===== src/rtl/sort_output_collector.sv =====
// Output side of the switch sort network: splits the sorted tagged bus into one
// show-ahead FIFO per destination, drops duplicates and overflow, and counts the drops.
module sort_output_collector #(
   parameter int PORT_NUB   = 4,
   parameter int DATA_WIDTH = 8,
   parameter int FIFO_DEPTH = 4
) (
   input  logic                             clk,
   input  logic                             rst,
   input  logic [PORT_NUB*(1+$clog2(PORT_NUB)+DATA_WIDTH)-1:0] sort_in,
   output logic [PORT_NUB-1:0]              out_valid,
   input  logic [PORT_NUB-1:0]              out_ready,
   output logic [PORT_NUB*DATA_WIDTH-1:0]   out_data,
   output logic [15:0]                      drop_cnt
);

   localparam int DEST_W     = $clog2(PORT_NUB);
   localparam int WIDTH_PORT = 1 + DEST_W + DATA_WIDTH;
   localparam int PTR_W      = $clog2(FIFO_DEPTH);
   localparam int CNT_W      = PTR_W + 1;
   localparam int SUM_W      = $clog2(PORT_NUB) + 1;

   function automatic logic [15:0] sat_add(input logic [15:0] acc, input logic [SUM_W-1:0] inc);
      logic [16:0] sum;
      sum = {1'b0, acc} + 17'(inc);
      return sum[16] ? 16'hFFFF : sum[15:0];
   endfunction

   logic [PORT_NUB-1:0]   vld_p1;
   logic [DEST_W-1:0]     dest_p1 [PORT_NUB];
   logic [DATA_WIDTH-1:0] data_p1 [PORT_NUB];

   logic [PORT_NUB-1:0]   win_vld;
   logic [DATA_WIDTH-1:0] win_data [PORT_NUB];
   logic [PORT_NUB-1:0]   push;
   logic [PORT_NUB-1:0]   pop;
   logic [SUM_W-1:0]      n_vld;
   logic [SUM_W-1:0]      n_push;
   logic [SUM_W-1:0]      drop_now;

   logic [DATA_WIDTH-1:0] mem [PORT_NUB][FIFO_DEPTH];
   logic [PTR_W-1:0]      wr_ptr [PORT_NUB];
   logic [PTR_W-1:0]      rd_ptr [PORT_NUB];
   logic [CNT_W-1:0]      cnt    [PORT_NUB];

   // Stage 1: register the sorted bus; only the valid bits are reset
   always_ff @(posedge clk) begin
      for (int i = 0; i < PORT_NUB; i++) begin
         dest_p1[i] <= sort_in[i*WIDTH_PORT + DATA_WIDTH +: DEST_W];
         data_p1[i] <= sort_in[i*WIDTH_PORT +: DATA_WIDTH];
      end
   end

   always_ff @(posedge clk) begin
      if (rst) begin
         vld_p1 <= '0;
      end else begin
         for (int i = 0; i < PORT_NUB; i++)
            vld_p1[i] <= sort_in[i*WIDTH_PORT + WIDTH_PORT - 1];
      end
   end

   // Stage 2: per-destination winner select, full check, and drop tally
   always_comb begin
      win_vld = '0;
      push    = '0;
      pop     = '0;
      n_vld   = '0;
      n_push  = '0;
      for (int d = 0; d < PORT_NUB; d++) begin
         win_data[d] = '0;
         for (int i = 0; i < PORT_NUB; i++) begin
            if (!win_vld[d] && vld_p1[i] && dest_p1[i] == DEST_W'(d)) begin
               win_vld[d]  = 1'b1;
               win_data[d] = data_p1[i];
            end
         end
      end
      for (int i = 0; i < PORT_NUB; i++)
         n_vld = n_vld + SUM_W'(vld_p1[i]);
      // Fullness is judged before any pop, so a pop never makes room for a same-cycle write
      for (int d = 0; d < PORT_NUB; d++) begin
         push[d] = win_vld[d] && (cnt[d] != CNT_W'(FIFO_DEPTH));
         pop[d]  = out_valid[d] && out_ready[d];
         n_push  = n_push + SUM_W'(push[d]);
      end
      drop_now = n_vld - n_push;
   end

   always_ff @(posedge clk) begin
      for (int d = 0; d < PORT_NUB; d++)
         if (push[d])
            mem[d][wr_ptr[d]] <= win_data[d];
   end

   always_ff @(posedge clk) begin
      if (rst) begin
         for (int d = 0; d < PORT_NUB; d++) begin
            wr_ptr[d] <= '0;
            rd_ptr[d] <= '0;
            cnt[d]    <= '0;
         end
         drop_cnt <= '0;
      end else begin
         for (int d = 0; d < PORT_NUB; d++) begin
            if (push[d])
               wr_ptr[d] <= wr_ptr[d] + PTR_W'(1);
            if (pop[d])
               rd_ptr[d] <= rd_ptr[d] + PTR_W'(1);
            case ({push[d], pop[d]})
               2'b10:   cnt[d] <= cnt[d] + CNT_W'(1);
               2'b01:   cnt[d] <= cnt[d] - CNT_W'(1);
               default: cnt[d] <= cnt[d];
            endcase
         end
         drop_cnt <= sat_add(drop_cnt, drop_now);
      end
   end

   for (genvar d = 0; d < PORT_NUB; d++) begin : g_out
      assign out_valid[d] = (cnt[d] != '0);
      assign out_data[d*DATA_WIDTH +: DATA_WIDTH] = out_valid[d] ? mem[d][rd_ptr[d]] : '0;
   end

endmodule

===== config.mk =====
export PLATFORM = sky130hd
export DESIGN_NAME = sort_output_collector
export DESIGN_NICKNAME = d
export VERILOG_FILES = /design/src/rtl/sort_output_collector.sv
export SDC_FILE = /design/constraint.sdc
export NUM_CORES = 1
export LEC_CHECK = 0
export CAP_MARGIN = 20
export CORE_ASPECT_RATIO = 1.2
export CORE_MARGIN = 1
export CORE_UTILIZATION = 24
export DETAILED_ROUTE_END_ITERATION = 7
export GPL_TIMING_DRIVEN = 0
export PLACE_DENSITY = 0.49
export SYNTH_ARGS = -nofsm -noshare
export SYNTH_HDL_FRONTEND = slang
export SYNTH_SLANG_ARGS = --single-unit

===== constraint.sdc =====
create_clock -name clk -period 9.46 [get_ports clk]
set_input_delay 1.892 -clock clk [delete_from_list [all_inputs] [get_ports clk]]
set_output_delay 1.892 -clock clk [all_outputs]
set_load 0.05 [all_outputs]

==> results.ini <==
[pwr]
power_density_mw_per_mm2 = 228
finalPower_mw = 2.81
ir_drop_mv = 0.157
p_leak_nw = 4.29

[hold_path]
hold_path_end = drop_cnt[13]$_SDFF_PP0_
hp-start = drop_cnt[13]$_SDFF_PP0_
min_path_type = register to register
hold_depth = 2

[synthesis]
yosysWarnings = 0
yosys_most_used_dff = edfxtp_1
async_flop_share = 0
synth_cell_type_count = 57
synthCells = 728
synth_compound_area_frac = 0.0825
avgSynthCellArea_um2 = 13.5
synthesis.area_mm2 = 0.00982
syn_nets = 818
yosys.area_share.simple = 0.144
ys_ff_latch = 216
synth_top_family_by_area = simple AND/OR/NAND/NOR gates
synth_xor_area_frac = 0.0152
ys_seq_area_frac = 0.599
muxShareOfSynthArea = 0.0744
yosys.area_share.adder = 0.0571
synth_edf_count = 156

[setup_path]
cp-start-kind = register
r2r-start = vld_p1[1]$_SDFF_PP0_
required_ns = 9.90
worstPathArrival_ns = 6.12
crit_path_end_kind = register
r2r-end = drop_cnt[13]$_SDFF_PP0_
r2r_slack_ns = 3.78
reg2reg_depth = 18
critPathKind = register to register
crit_fanout = 10

[detailed_routing]
wl_per_cell_um = 18.0
vias = 6244
drc_errors = 0
totalWireLength_um = 25400
drtAntennaViolNets = 0
drt_iter0_drc = 466
dr.pass1.iters = 5
via_per_inst = 4.44

[sta]
maxSlewViolCount = 0
tns_ns = 0
fmax_mhz = 176
timing.final.crit_share = 0.601
finalCriticalPeriod_ns = 5.68
max_slew_margin = 0.470
fin_skew_ns = 0.00713
timing.final.ws_setup_ns = 3.78
rsz0062_at_grt = false
tightestPinTransition_ns = 0.796
finalHoldViolCount = 0
setup_viol = 0

[cells_and_area]
area_delta_synth_final_pct = 25.6
fin_cells = 1406
layout-drive-gt1-share = 0.110
utilization = 0.308
fill_cells = 4073
antenna_cells = 0
nets = 945

[clock_tree]
cts-resized-gates = 0
path_clk_slew_ns = 0.06
ctsHoldBuffers = 0
cts.sinks = 216
post-cts-setup-buffers = 0
htreeDepth = 1
cts_root_buffer = clkbuf_16
cts_buffers = 25
clk_latency_ns = 0.52
cts_buffer_depth = 3
cts_tree = built

[place]
numPortBuffers = 100
dp_slack_ns = 3.81
place_congestion = 0.807
dp_hpwl_um = 18500
dp_cells = 1361

[die]
rows = 80
die-width_um = 187
io_pins = 102
fp.dieH_um = 224
dieArea_mm2 = 0.0417
core_area_mm2 = 0.0400
start_util = 0.245

[grt]
grt_overflow = 0
grt_usage = 0.122
grt_pass1_wl_um = 38700
grt_start_max_net_pins = 14
grt_pass1_vias = 6338
antenna_found_initial = 0

[run]
max_cap_viol_count = 0

[run_status]
status = finished clean

-- cells in the final DEF (no fill, tap or decap), types with 7 or more instances in the layout --
| cell | synthesis | layout |
|---|---|---|
| mux4_2 | 32 | 32 |
| a21oi_1 | 54 | 54 |
| edfxtp_1 | 156 | 156 |
| a221oi_1 | 9 | 9 |
| ha_1 | 32 | 32 |
| fa_1 | 8 | 8 |
| nor2_1 | 31 | 31 |
| dfxtp_1 | 60 | 60 |
| nand3_1 | 30 | 30 |
| and3b_1 | 9 | 9 |
| clkbuf_1 | 19 | 22 |
| nand2b_1 | 9 | 9 |
| a21o_1 | 11 | 11 |
| inv_1 | 34 | 34 |
| nor3_1 | 27 | 27 |
| xnor2_1 | 10 | 10 |
| nor2b_1 | 8 | 8 |
| clkinv_1 | 0 | 7 |
| nand2_1 | 33 | 33 |
| and2_1 | 49 | 49 |
| clkbuf_16 | 0 | 25 |
| buf_2 | 10 | 10 |
| xor2_1 | 7 | 7 |
| o21ai_0 | 10 | 10 |
| a221o_1 | 11 | 11 |
| clkdlybuf4s50_1 | 0 | 100 |
-- flip-flops by register name (all words and copies together), names as in the netlist --
signal / cells
data_p1: 32
cnt: 12
mem: 128
wr_ptr: 8
dest_p1: 8
vld_p1: 4
drop_cnt: 16
rd_ptr: 8
-- per-stage QoR --
| stage | area (um2) | hold slack [ns] |
|---|---|---|
| 2_1_floorplan | 9820 | 0.556 |
| 3_3_place_gp | 11500 | 0.539 |
| 3_5_place_dp | 11500 | 0.541 |
| 4_1_cts | 12300 | 0.553 |
| 5_1_grt | 12300 | 0.621 |
| 6_report | 12300 | 0.549 |
-- power by group --
part / switching [mW] / leakage [nW] / internal, mW
clock: 0.374 / 0.398 / 0.607
sequential: 0.0435 / 1.97 / 1.09
combinational: 0.431 / 1.92 / 0.267
total: 0.849 / 4.29 / 1.96
-- layout make-up --
cell class / instances / area [um2] / area share
Buffer: 32 / 148 / 0.0120
Inverter: 34 / 128 / 0.0103
Multi-Input combinational cell: 446 / 3660 / 0.297
Timing Repair Buffer: 100 / 1000 / 0.0812
Clock buffer: 30 / 664 / 0.0539
Tap cell: 533 / 667 / 0.0541
Clock inverter: 15 / 178 / 0.0144
Sequential cell: 216 / 5890 / 0.477
-- Yosys cell counts, drive strengths merged (5+ instances only) --
cell / number / area [um2]
xnor2: 10 / 87.6
nand2b: 9 / 56.3
a21o: 11 / 82.6
and3: 5 / 31.3
clkbuf: 19 / 71.3
or3: 5 / 36.3
edfxtp: 156 / 4680
and3b: 9 / 78.8
ha: 32 / 400
nand2: 33 / 124
fa: 8 / 160
nor2: 31 / 116
nor2b: 8 / 50.1
nor3: 28 / 145
a221o: 11 / 110
xor2: 7 / 61.3
mux4: 32 / 721
buf: 13 / 76.3
o21ai: 12 / 60.1
a221oi: 9 / 78.8
nand3b: 5 / 37.5
a21oi: 54 / 270
nand3: 31 / 160
and2: 49 / 307
inv: 34 / 128
dfxtp: 60 / 1200
nor3b: 7 / 85.1
-- critical path, cell delays in order, from the launching register on --
cell and delay, ns:
dfxtp_1 0.46, nor3b_4 0.55, nor3_2 0.13, a32oi_4 0.35, inv_1 0.19, fa_1 0.52, inv_1 0.05, fa_1 0.48
inv_1 0.05, fa_1 0.44, ha_1 0.22, fa_1 0.51, inv_1 0.06, fa_1 0.42, and2b_1 0.32, o21ai_1 0.13
or3_4 0.45, buf_6 0.16, a31oi_1 0.11
-- layer usage --
layer  global-route usage  part of all wire
met2                0.207              0.49
met5                    0                 0
met3               0.0191             0.049
met1                0.158              0.44
met4               0.0447             0.029
-- cell families after synthesis --
kind of cell    count (synthesis)
flops                         216
xor+xnor                       17
simple gates                  237
mux                            33
buf+inv                        66
fa+ha+maj                      40
compound gates                119
-- worst max-delay path by stage --
| stage | start | end | slack, ns | depth (start not counted) |
|---|---|---|---|---|
| floorplan | vld_p1[0]$_SDFF_PP0_ | drop_cnt[13]$_SDFF_PP0_ | 4.44 | 19 |
| global placement | vld_p1[1]$_SDFF_PP0_ | drop_cnt[10]$_SDFF_PP0_ | 3.78 | 18 |
| detailed placement | vld_p1[0]$_SDFF_PP0_ | drop_cnt[13]$_SDFF_PP0_ | 3.81 | 19 |
| CTS | vld_p1[0]$_SDFF_PP0_ | drop_cnt[13]$_SDFF_PP0_ | 3.75 | 19 |
| global route | vld_p1[1]$_SDFF_PP0_ | drop_cnt[4]$_SDFF_PP0_ | 3.44 | 18 |
| finish | vld_p1[1]$_SDFF_PP0_ | drop_cnt[13]$_SDFF_PP0_ | 3.78 | 18 |
(Power assumes the default switching activity.)
